### config.mk
export PLATFORM = sky130hd
export DESIGN_NAME = turret_servo_apb
export DESIGN_NICKNAME = d
export VERILOG_FILES = /design/src/rtl/turret_pkg.sv /design/src/rtl/servo_channel.sv /design/src/rtl/turret_servo_apb.sv
export SDC_FILE = /design/constraint.sdc
export NUM_CORES = 1
export LEC_CHECK = 0
export CORE_MARGIN = 8
export CORE_UTILIZATION = 45
export DETAILED_ROUTE_END_ITERATION = 10
export PLACE_DENSITY = 0.6
export SLEW_MARGIN = 20
export SYNTH_ARGS = -nofsm -noshare
export SYNTH_HDL_FRONTEND = slang
export SYNTH_SLANG_ARGS = --single-unit
### constraint.sdc
create_clock -name FAB_CLK -period 6.9 [get_ports FAB_CLK]
set_input_delay 1.035 -clock FAB_CLK [delete_from_list [all_inputs] [get_ports FAB_CLK]]
set_output_delay 1.035 -clock FAB_CLK [all_outputs]
set_load 0.005 [all_outputs]
### src/rtl/turret_pkg.sv
// Shared constants and register map for the turret servo APB peripheral.
package turret_pkg;

  localparam int unsigned TS_CNT_W      = 21;
  localparam int unsigned TS_DEF_PERIOD = 2000000;
  localparam int unsigned TS_DEF_PULSE  = 150000;
  localparam int unsigned TS_MIN_PERIOD = 1000;

  localparam logic [7:0] OFS_CTRL    = 8'h00;
  localparam logic [7:0] OFS_PERIOD  = 8'h04;
  localparam logic [7:0] OFS_SLEW    = 8'h08;
  localparam logic [7:0] OFS_STATUS  = 8'h0C;
  localparam logic [7:0] OFS_TARGET  = 8'h10;
  localparam logic [7:0] OFS_CURRENT = 8'h20;

  typedef enum logic [1:0] {
    ACC_OK,
    ACC_UNMAPPED,
    ACC_READONLY,
    ACC_BADVAL
  } acc_e;

  function automatic logic [5:0] word_idx(input logic [7:0] ofs);
    return ofs[7:2];
  endfunction

endpackage

### src/rtl/servo_channel.sv
// One servo channel: target/current pulse width, per-frame slew step and
// registered PWM compare against the shared period counter.
module servo_channel
  import turret_pkg::*;
#(
  parameter int unsigned CNT_W     = TS_CNT_W,
  parameter int unsigned DEF_PULSE = TS_DEF_PULSE
)(
  input  logic             i_clk,
  input  logic             i_rst,
  input  logic             i_en,
  input  logic             i_frame_end,
  input  logic             i_tgt_we,
  input  logic [CNT_W-1:0] i_tgt_wdata,
  input  logic [CNT_W-1:0] i_slew,
  input  logic [CNT_W-1:0] i_cnt,
  output logic [CNT_W-1:0] o_target,
  output logic [CNT_W-1:0] o_current,
  output logic             o_busy,
  output logic             o_pwm
);

  logic [CNT_W-1:0] r_target;
  logic [CNT_W-1:0] r_current;
  logic             r_pwm;
  logic [CNT_W-1:0] w_mag;
  logic [CNT_W-1:0] w_next;

  // Magnitude computed on the ordered pair so the subtraction never wraps.
  assign w_mag = (r_target >= r_current) ? (r_target - r_current)
                                         : (r_current - r_target);

  always_comb begin
    w_next = r_current;
    if (i_slew == '0 || w_mag <= i_slew) begin
      w_next = r_target;
    end else if (r_target > r_current) begin
      w_next = r_current + i_slew;
    end else begin
      w_next = r_current - i_slew;
    end
  end

  always_ff @(posedge i_clk or posedge i_rst) begin
    if (i_rst) begin
      r_target  <= CNT_W'(DEF_PULSE);
      r_current <= CNT_W'(DEF_PULSE);
      r_pwm     <= 1'b0;
    end else begin
      if (i_tgt_we) begin
        r_target <= i_tgt_wdata;
      end
      if (i_frame_end) begin
        r_current <= w_next;
      end
      r_pwm <= i_en & (i_cnt < r_current);
    end
  end

  assign o_target  = r_target;
  assign o_current = r_current;
  assign o_busy    = (r_current != r_target);
  assign o_pwm     = r_pwm;

endmodule

### src/rtl/turret_servo_apb.sv
// APB3 slave generating per-channel servo PWM with frame-rate slew limiting
// and a frame interrupt.
module turret_servo_apb
  import turret_pkg::*;
#(
  parameter int unsigned NCH        = 2,
  parameter int unsigned CNT_W      = TS_CNT_W,
  parameter int unsigned DEF_PERIOD = TS_DEF_PERIOD,
  parameter int unsigned DEF_PULSE  = TS_DEF_PULSE
)(
  input  logic           FAB_CLK,
  input  logic           FAB_RESET,
  input  logic           PSEL,
  input  logic           PENABLE,
  input  logic           PWRITE,
  input  logic [7:0]     PADDR,
  input  logic [31:0]    PWDATA,
  output logic [31:0]    PRDATA,
  output logic           PREADY,
  output logic           PSLVERR,
  output logic [NCH-1:0] SERVO_PWM,
  output logic           FRAME_IRQ
);

  logic [5:0]       w_idx;
  logic [CNT_W-1:0] w_wval;
  logic             w_access;
  logic             w_we;
  acc_e             w_acc;
  logic [CNT_W-1:0] w_rval;
  logic             w_frame_end;
  logic             w_en_rise;
  logic             w_unused_bits;

  logic             r_en;
  logic             r_irq_en;
  logic             r_frame;
  logic [CNT_W-1:0] r_period;
  logic [CNT_W-1:0] r_slew;
  logic [CNT_W-1:0] r_active;
  logic [CNT_W-1:0] r_cnt;

  logic [CNT_W-1:0] w_target  [NCH];
  logic [CNT_W-1:0] w_current [NCH];
  logic [NCH-1:0]   w_busy;
  logic [NCH-1:0]   w_tgt_we;

  assign w_idx         = PADDR[7:2];
  assign w_wval        = PWDATA[CNT_W-1:0];
  assign w_access      = PSEL & PENABLE;
  assign w_unused_bits = ^{PADDR[1:0], PWDATA[31:CNT_W]};

  always_comb begin
    w_acc  = ACC_OK;
    w_rval = '0;
    if (w_idx == word_idx(OFS_CTRL)) begin
      w_rval = CNT_W'({r_irq_en, r_en});
    end else if (w_idx == word_idx(OFS_PERIOD)) begin
      w_rval = r_period;
      if (PWRITE && w_wval < CNT_W'(TS_MIN_PERIOD)) begin
        w_acc = ACC_BADVAL;
      end
    end else if (w_idx == word_idx(OFS_SLEW)) begin
      w_rval = r_slew;
    end else if (w_idx == word_idx(OFS_STATUS)) begin
      w_rval = CNT_W'({|w_busy, r_frame});
    end else begin
      w_acc = ACC_UNMAPPED;
      for (int unsigned i = 0; i < NCH; i++) begin
        if (w_idx == word_idx(OFS_TARGET) + 6'(i)) begin
          w_acc  = ACC_OK;
          w_rval = w_target[i];
        end
        if (w_idx == word_idx(OFS_CURRENT) + 6'(i)) begin
          w_acc  = PWRITE ? ACC_READONLY : ACC_OK;
          w_rval = w_current[i];
        end
      end
    end
  end

  assign w_we      = w_access & PWRITE & (w_acc == ACC_OK);
  assign PSLVERR   = w_access & (w_acc != ACC_OK);
  assign PRDATA    = (w_access && !PWRITE && w_acc == ACC_OK) ? 32'(w_rval) : '0;
  assign PREADY    = 1'b1;
  assign FRAME_IRQ = r_frame & r_irq_en;

  assign w_frame_end = r_en & (r_cnt == r_active - 1'b1);
  assign w_en_rise   = w_we & (w_idx == word_idx(OFS_CTRL)) & PWDATA[0] & ~r_en;

  // PERIOD only reaches the counter through r_active, so a new value is
  // picked up at enable or at a frame boundary, never mid-frame.
  always_ff @(posedge FAB_CLK or posedge FAB_RESET) begin
    if (FAB_RESET) begin
      r_en     <= 1'b0;
      r_irq_en <= 1'b0;
      r_frame  <= 1'b0;
      r_period <= CNT_W'(DEF_PERIOD);
      r_slew   <= '0;
      r_active <= CNT_W'(DEF_PERIOD);
      r_cnt    <= '0;
    end else begin
      if (w_we && w_idx == word_idx(OFS_CTRL)) begin
        r_en     <= PWDATA[0];
        r_irq_en <= PWDATA[1];
      end
      if (w_we && w_idx == word_idx(OFS_PERIOD)) begin
        r_period <= w_wval;
      end
      if (w_we && w_idx == word_idx(OFS_SLEW)) begin
        r_slew <= w_wval;
      end
      if (w_frame_end) begin
        r_frame <= 1'b1;
      end else if (w_we && w_idx == word_idx(OFS_STATUS) && PWDATA[0]) begin
        r_frame <= 1'b0;
      end
      if (w_frame_end || w_en_rise) begin
        r_active <= r_period;
      end
      if (!r_en || w_frame_end) begin
        r_cnt <= '0;
      end else begin
        r_cnt <= r_cnt + 1'b1;
      end
    end
  end

  for (genvar g = 0; g < NCH; g++) begin : g_ch
    assign w_tgt_we[g] = w_we & (w_idx == word_idx(OFS_TARGET) + 6'(g));

    servo_channel #(
      .CNT_W     (CNT_W),
      .DEF_PULSE (DEF_PULSE)
    ) u_ch (
      .i_clk       (FAB_CLK),
      .i_rst       (FAB_RESET),
      .i_en        (r_en),
      .i_frame_end (w_frame_end),
      .i_tgt_we    (w_tgt_we[g]),
      .i_tgt_wdata (w_wval),
      .i_slew      (r_slew),
      .i_cnt       (r_cnt),
      .o_target    (w_target[g]),
      .o_current   (w_current[g]),
      .o_busy      (w_busy[g]),
      .o_pwm       (SERVO_PWM[g])
    );
  end

endmodule

== After elaboration in Yosys (flattened, before gate mapping) ==
Index checks and enable logic that the tools add are counted.
W data, S select, Z words.
Operators by class
  add/subtract/negate cells: 10
  $mul: 0
  div/mod/pow operators: 0
  order comparisons: 9
  equality and inequality tests: 10
  shift-type cells: 0
  muxes and demuxes: 28
  bitwise operators: 14
  reductions and logical operators: 20
Operator list (number)
  $mux W21: 16
  $sub A21 B21 Y21: 6
  $add A21 B21 Y21: 2
  $ge A21 B21 Y1: 2
  $gt A21 B21 Y1: 2
  $le A21 B21 Y1: 2
  $lt A21 B21 Y1: 2
  $ne A21 B21 Y1: 2
  $add A21 B1 Y21 const B: 1
  $eq A21 B21 Y1: 1
  $logic_not A21 Y1: 1
  $lt A21 B10 Y1 const B: 1
  $sub A21 B1 Y21 const B: 1
  $mux W2: 9
  $and A1 B1 Y1: 13
  $eq A6 B2 Y1 const B: 2
  $eq A6 B3 Y1 const B: 2
  $eq A6 B4 Y1 const B: 2
  $logic_and A1 B1 Y1: 8
  $eq A6 B1 Y1 const B: 1
  $logic_not A6 Y1: 1
  $logic_or A1 B1 Y1: 4
  $reduce_bool A2 Y1: 2
  $mux W1: 3
  4 further kinds: 5
Storage, ports and cells
  flip-flop bits (word level): 173
  bits in latches: 0
  memory bits (writable): 0
  bits in read-only memories: 0
  input bits: 45
  output and inout port bits: 37
  memories: 0

== Depth between registers and ports, before layout ==
  depth in word-level cells: 15
  depth in mapped cells: 25

== Hierarchy ==
A second synthesis with hierarchy kept.
Second synthesis, totals
  cells, all modules: 2271
  area total of the unflattened synthesis: 18549.0 um2
Modules (own cells, without submodules)
  servo_channel (g_ch[1].u_ch): times used 1, cells each 781, area each 6221.0 um2, sequential area each 1096.1 um2
  servo_channel (g_ch[0].u_ch): times used 1, cells each 789, area each 6164.7 um2, sequential area each 1096.1 um2
  turret_servo_apb: times used 1, cells each 701, area each 6163.4 um2, sequential area each 2194.6 um2

== Least setup slack after synthesis ==
Ideal clock, no wire load.
  kind: reg-to-reg
  from: register g_ch[1].u_ch.r_current[11]
  to: register g_ch[1].u_ch.r_current[10]
  arrival: 5.134 ns
  slack: 1.634 ns
  stages on the path, launching flop included: 24
  clock period less this slack: 5.266 ns
  cell sequence: dfstp_2 -> inv_1 -> ha_1 -> clkbuf_1 -> nand3_1 -> nor2_1 -> nand2_1 -> or4_1 -> and3_1 -> clkbuf_1 -> mux2i_1 -> o221ai_1 -> a221oi_1 -> xnor2_1 -> ha_1 -> nand3_1 -> o21bai_1 -> a21oi_1 -> o31ai_1 -> a211oi_1 -> clkbuf_1 -> clkbuf_1 -> mux2i_1 -> o21ai_1
On the way
  longest elaborated chain between the ends: 5
  elaborated cells between the ends (all ways): 9
  those cells by class: add/sub: 2; order compare: 3; mux: 3; reduce/logical: 1
Ends and longest elaborated chain
  start: declaration: RTL line servo_channel.sv:24  | logic [CNT_W-1:0] r_current;
  start signal: assignment: RTL line servo_channel.sv:47  | r_current <= CNT_W'(DEF_PULSE);
  start signal: assignment: RTL line servo_channel.sv:54  | r_current <= w_next;
  $sub A21 B21 Y21 (tied with other cells): RTL line servo_channel.sv:31  | : (r_current - r_target);
  $mux W21: RTL line servo_channel.sv:30  | assign w_mag = (r_target >= r_current) ? (r_target - r_current)
  $le A21 B21 Y1: RTL line servo_channel.sv:35  | if (i_slew == '0 || w_mag <= i_slew) begin
  $logic_or A1 B1 Y1: RTL line servo_channel.sv:35
  $mux W21 *: RTL line servo_channel.sv:35
Every way passes the cells marked *; elsewhere a longest branch is shown, timed or not.
A chain may end at the register's enable or synchronous reset.

== Worst setup path in the final report ==
  from: register g_ch[1].u_ch.r_current[17]
  to: register g_ch[1].u_ch.r_current[18]
Same word-level chain as after synthesis.

==> tab_implementation.tex <==
\begin{tabular}{lr}
\hline
Metric & Value \\
\hline
\multicolumn{2}{l}{\textbf{Clocking}} \\
Post-CTS clock slew at the launch and capture registers of the worst setup and hold paths & about 0.07 ns \\
PostCTS Resize Cnt & 0 \\
TritonCTS clock tree & built \\
Clock latency at the later pin of the worst-skew pair & 0.45 ns \\
Post-cts hold buffer count & 0 \\
Clk Tree Root Cell & sky130\_fd\_sc\_hd\_\_clkbuf\_16 \\
Post-CTS Setup Inserts & 0 \\
Count of clock tree sinks & 173 \\
Max Root-Sink Buffers & 2 \\
Number of clock buffers inserted by TritonCTS & 17 \\
Count of H-tree levels built during CTS & 4 \\
\multicolumn{2}{l}{\textbf{Routing}} \\
Routed via count & 15532 \\
DRT antenna net count & 0 \\
1st-iter DRT viols & 1446 \\
Detailed-route DRC error count & 0 \\
DRT Pass-1 Iters & 6 \\
Routed length per placed instance & 22.97 um \\
Via-per-instance ratio & approximately 6 \\
Total wire length & 59450 um \\
\multicolumn{2}{l}{\textbf{Logic synthesis}} \\
Number of enable flip-flop cells after synthesis & 0 \\
Proportion of synthesized chip area in sequential cells & 25.79\% \\
Synthesis-stage register bit count & approximately 170 \\
Post-synth top area share & 18.68\% \\
Number of warnings issued by yosys & 0 \\
Top flip-flop cell by instance count after synthesis & sky130\_fd\_sc\_hd\_\_dfrtp\_1 \\
Multiplexer share of the synthesized area & 6.356\% \\
Post-synthesis area per instance & between 8 and 9 um2 \\
Post-synthesis cell type count & 82 \\
Dominant combinational cell family by area after synthesis & compound AO/OA/AOI/OAI gates \\
Post-synth ARST share & 100.0\% \\
Gate count of the mapped netlist & 2059 \\
Fraction of the mapped netlist area in adder cells & 15.93\% \\
Post-synthesis cell area & 17010 um2 \\
Compound-gate portion of the synthesized area & 21.06\% \\
Simple-gate portion of the synthesized area & 16.76\% \\
XOR/XNOR share of the synthesized area & 7.959\% \\
Top area cells in the synthesized netlist & sky130\_fd\_sc\_hd\_\_dfrtp\_1, sky130\_fd\_sc\_hd\_\_ha\_1, sky130\_fd\_sc\_hd\_\_dfstp\_2 \\
Cell type with the highest aggregate area in the netlist & sky130\_fd\_sc\_hd\_\_dfrtp\_1 \\
\multicolumn{2}{l}{\textbf{Timing}} \\
Number of setup violations in the final report & 0 \\
Number of max-slew violations in the final report & 0 \\
Max Freq & 0.1633 GHz \\
Sum of negative setup slack & 0 ns \\
Setup repair after global routing missed its margin & false \\
Relative slew margins & 27.94\% \\
Final Hold Viols & 0 \\
Clk\_skew & about 0.012 ns \\
Portion of the clock cycle consumed by the worst path in the final layout & 88.75\% \\
Final critical-path setup slack & 0.7762 ns \\
Minimum clock period after layout & 6.124 ns \\
Slew at the pin with the worst max-slew slack & 1.075 ns \\
\multicolumn{2}{l}{\textbf{Outcome}} \\
Status & finished, final reports clean \\
\multicolumn{2}{l}{\textbf{Cells and area}} \\
Share of cells above drive strength 1 & 8.618\% \\
Area added between synthesis and finish & 9.497\% \\
Fill cell count & 3737 \\
Number of nets in the finished design & between 2000 and 2500 \\
Antenna diode instance count & 0 \\
\multicolumn{2}{l}{\textbf{Worst setup path}} \\
Origin of the critical flop-to-flop path & g\_ch[1].u\_ch.o\_current[17] \\
Top Family by Delay on Critical Path & compound AO/OA/AOI/OAI gates \\
Required arrival time at the worst endpoint & 7.23 ns \\
Depth of the worst register-to-register path & 20 \\
Worst Path Buf+Inv & 2 \\
Worst reg-to-reg setup slack & about 0.78 ns \\
Worst setup SP type & flip-flop \\
Cell mode on critical path & sky130\_fd\_sc\_hd\_\_a21o\_1 \\
Endpoint of the worst-slack reg-to-reg timing path & g\_ch[1].u\_ch.o\_current[18] \\
Element type at the critical path end & flip-flop \\
Cells along the critical path & inv\_1, ha\_1, nand3\_1, nor4\_1, a31oi\_1, and4\_1, nand3\_1, nand2\_1, o22a\_1, a311oi\_1, xnor2\_1, ha\_1, a21o\_1, a21o\_1, a21o\_1, a2111oi\_0, a211oi\_4, buf\_4, mux2i\_1, mux2\_4 \\
Crit Path Class & reg -> reg \\
Critical path data arrival time & 6.46 ns \\
Biggest cell delay along the critical path & between 0.7 and 0.8 ns \\
Critical Path Fanout Max & 27 \\
Max stage delay cell, worst path & sky130\_fd\_sc\_hd\_\_a2111oi\_0 \\
\multicolumn{2}{l}{\textbf{Pwr}} \\
Share of total power in the clock network & 39.2\% \\
Logic pwr share & between 10\% and 20\% \\
Sw Pwr & 0.8126 mW \\
Design internal power & 1.887 mW \\
Worst-case vdd ir drop & 163.3 uV \\
P\_leak & 8.357 nW \\
PwrDens & 145.0 nW/um2 \\
Share of power burned in registers & 41.9\% \\
Switching share of power & a little under a third \\
\multicolumn{2}{l}{\textbf{Global route}} \\
Total congestion overflow & 0 \\
Maximum number of pins on one net before global-route repair & 77 \\
Via count of the first global-routing pass & 14964 \\
Global-route wire length before repair & 90030 um \\
Number of antenna violations at the first check in global routing & 1 \\
Gr usage total & 26.64\% \\
\multicolumn{2}{l}{\textbf{Worst hold path}} \\
Hold Crit Class & reg -> reg \\
Depth of the worst hold-timing path & 2 \\
Start point of the worst min-delay path & g\_ch[1].u\_ch.o\_current[5] \\
Terminating pin of the worst hold path & g\_ch[1].u\_ch.o\_current[5] \\
\multicolumn{2}{l}{\textbf{Placement}} \\
Half-perimeter wire length of the detailed placement result & 48070 um \\
Global placement routability congestion & 0.9541 \\
Count of buffers inserted at the top-level ports & 56 \\
Post-placement setup slack & 0.8954 ns \\
\multicolumn{2}{l}{\textbf{Floorplanning}} \\
Full die area & 44270 um2 \\
Top-level I/O count & slightly above 80 \\
Core region area & 37490 um2 \\
DIE WIDTH & 210.4 um \\
Die Y-Extent & 210.4 um \\
Core Rows & 71 \\
Initial standard-cell utilization of the core & 45.37\% \\
\multicolumn{2}{l}{\textbf{Flow run}} \\
Number of max-cap violations & 0 \\
\hline
\end{tabular}
## routing by layer
| metal | GRT usage [%] | wire, um | part of all wire, % | vias to the layer above |
|---|---|---|---|---|
| li1 | - | - | - | 7352 |
| met1 | 34.73 | 26010 | 44 | 7514 |
| met2 | 43.09 | 27150 | 46 | 548 |
| met3 | 4.203 | 3439 | 5.8 | 116 |
| met4 | 12.14 | 2833 | 4.8 | 2 |
| met5 | 0 | 14 | 0.024 | - |
## metrics by stage
stage	instance area, um2	utilization, %	instances	total power, mW	hold WS, ns
after floorplan	17050	-	2069	1.457	0.4687
after global placement	17990	48.00	2556	1.645	0.4961
after global routing	18620	49.68	2588	2.814	0.5294
after detailed placement	17990	48.00	2556	1.658	0.5025
final	18620	49.68	2588	2.700	0.5071
after CTS	18620	49.68	2588	2.717	0.5129
## worst max path at each step
stage / from / endpoint / slack, ns / cells after the start
after floorplan: FAB_RESET / g_ch[0].u_ch.o_current[0] / 1.25 / 1
after global placement: g_ch[1].u_ch.o_current[17] / g_ch[1].u_ch.o_current[18] / 1.01 / 20
after detailed placement: g_ch[1].u_ch.o_current[17] / g_ch[1].u_ch.o_current[18] / 0.90 / 20
after CTS: g_ch[1].u_ch.o_current[17] / g_ch[1].u_ch.o_current[18] / 0.89 / 20
after global routing: g_ch[0].u_ch.o_current[1] / g_ch[0].u_ch.o_current[0] / 0.48 / 23
final: g_ch[1].u_ch.o_current[17] / g_ch[1].u_ch.o_current[18] / 0.78 / 20
## power by group through the flow
stage                     combinational (mW)  sequential (mW)  clock [mW]
after global placement                 0.493             1.15           0
after floorplan                        0.352             1.10           0
final                                  0.510             1.13        1.06
after detailed placement               0.505             1.15           0
after CTS                              0.508             1.13        1.07
after global routing                   0.566             1.13        1.11
## placed cells by master (no fill, tap or decap), drive strengths merged, types with 56 or more instances in the layout
| cell | n |
|---|---|
| ha | 207 |
| nor2 | 130 |
| dfrtp | 127 |
| o21ai | 172 |
| inv | 145 |
| nand2 | 240 |
| clkdlybuf4s50 | 56 |
| xnor2 | 102 |
| a21oi | 120 |
## cell usage after synthesis (46+ instances only)
cell                       instances
sky130_fd_sc_hd__nand3_1          53
sky130_fd_sc_hd__clkbuf_1         76
sky130_fd_sc_hd__ha_1            207
sky130_fd_sc_hd__nand2_1         240
sky130_fd_sc_hd__o21ai_0         136
sky130_fd_sc_hd__xnor2_1         102
sky130_fd_sc_hd__a21oi_1         120
sky130_fd_sc_hd__dfstp_2          46
sky130_fd_sc_hd__dfrtp_1         127
sky130_fd_sc_hd__nor2_1          130
sky130_fd_sc_hd__xor2_1           50
sky130_fd_sc_hd__inv_1           146
sky130_fd_sc_hd__mux2i_1          48
sky130_fd_sc_hd__a21o_1           53
sky130_fd_sc_hd__mux2_2           50
## registers in the layout, summed over array words and instances, names as in the netlist
register / flops
r_en: 1
r_irq_en: 1
r_frame: 1
g_ch.u_ch.o_target: 42
r_period: 21
g_ch.u_ch.o_current: 42
r_slew: 21
g_ch.u_ch.o_pwm: 2
r_cnt: 21
r_active: 21
## kinds of logic after synthesis
| logic type | count (synthesis) |
|---|---|
| simple gates | 608 |
| compound gates | 560 |
| buf+inv | 250 |
| fa+ha+maj | 213 |
| flops | 173 |
| xor+xnor | 153 |
| mux | 100 |
| other cells | 2 |
## area by class of cell
cell class	count	area (um2)	share of cell area, %
clock buffers	23	499.2	2.681
clock inverters	9	131.4	0.7054
repair buffers	80	740.7	3.977
well taps	511	639.4	3.433
inverters	146	553.0	2.969
multi-input cells	1646	11670	62.68
flip-flops and latches	173	4387	23.55
## tightest hold or removal path, cell delays in order, from the launching register on
cell                      delay, ns
sky130_fd_sc_hd__dfstp_2       0.40
sky130_fd_sc_hd__nand2_1       0.06
sky130_fd_sc_hd__o21ai_1       0.05
Note: power is estimated with default switching activity, not from simulation.
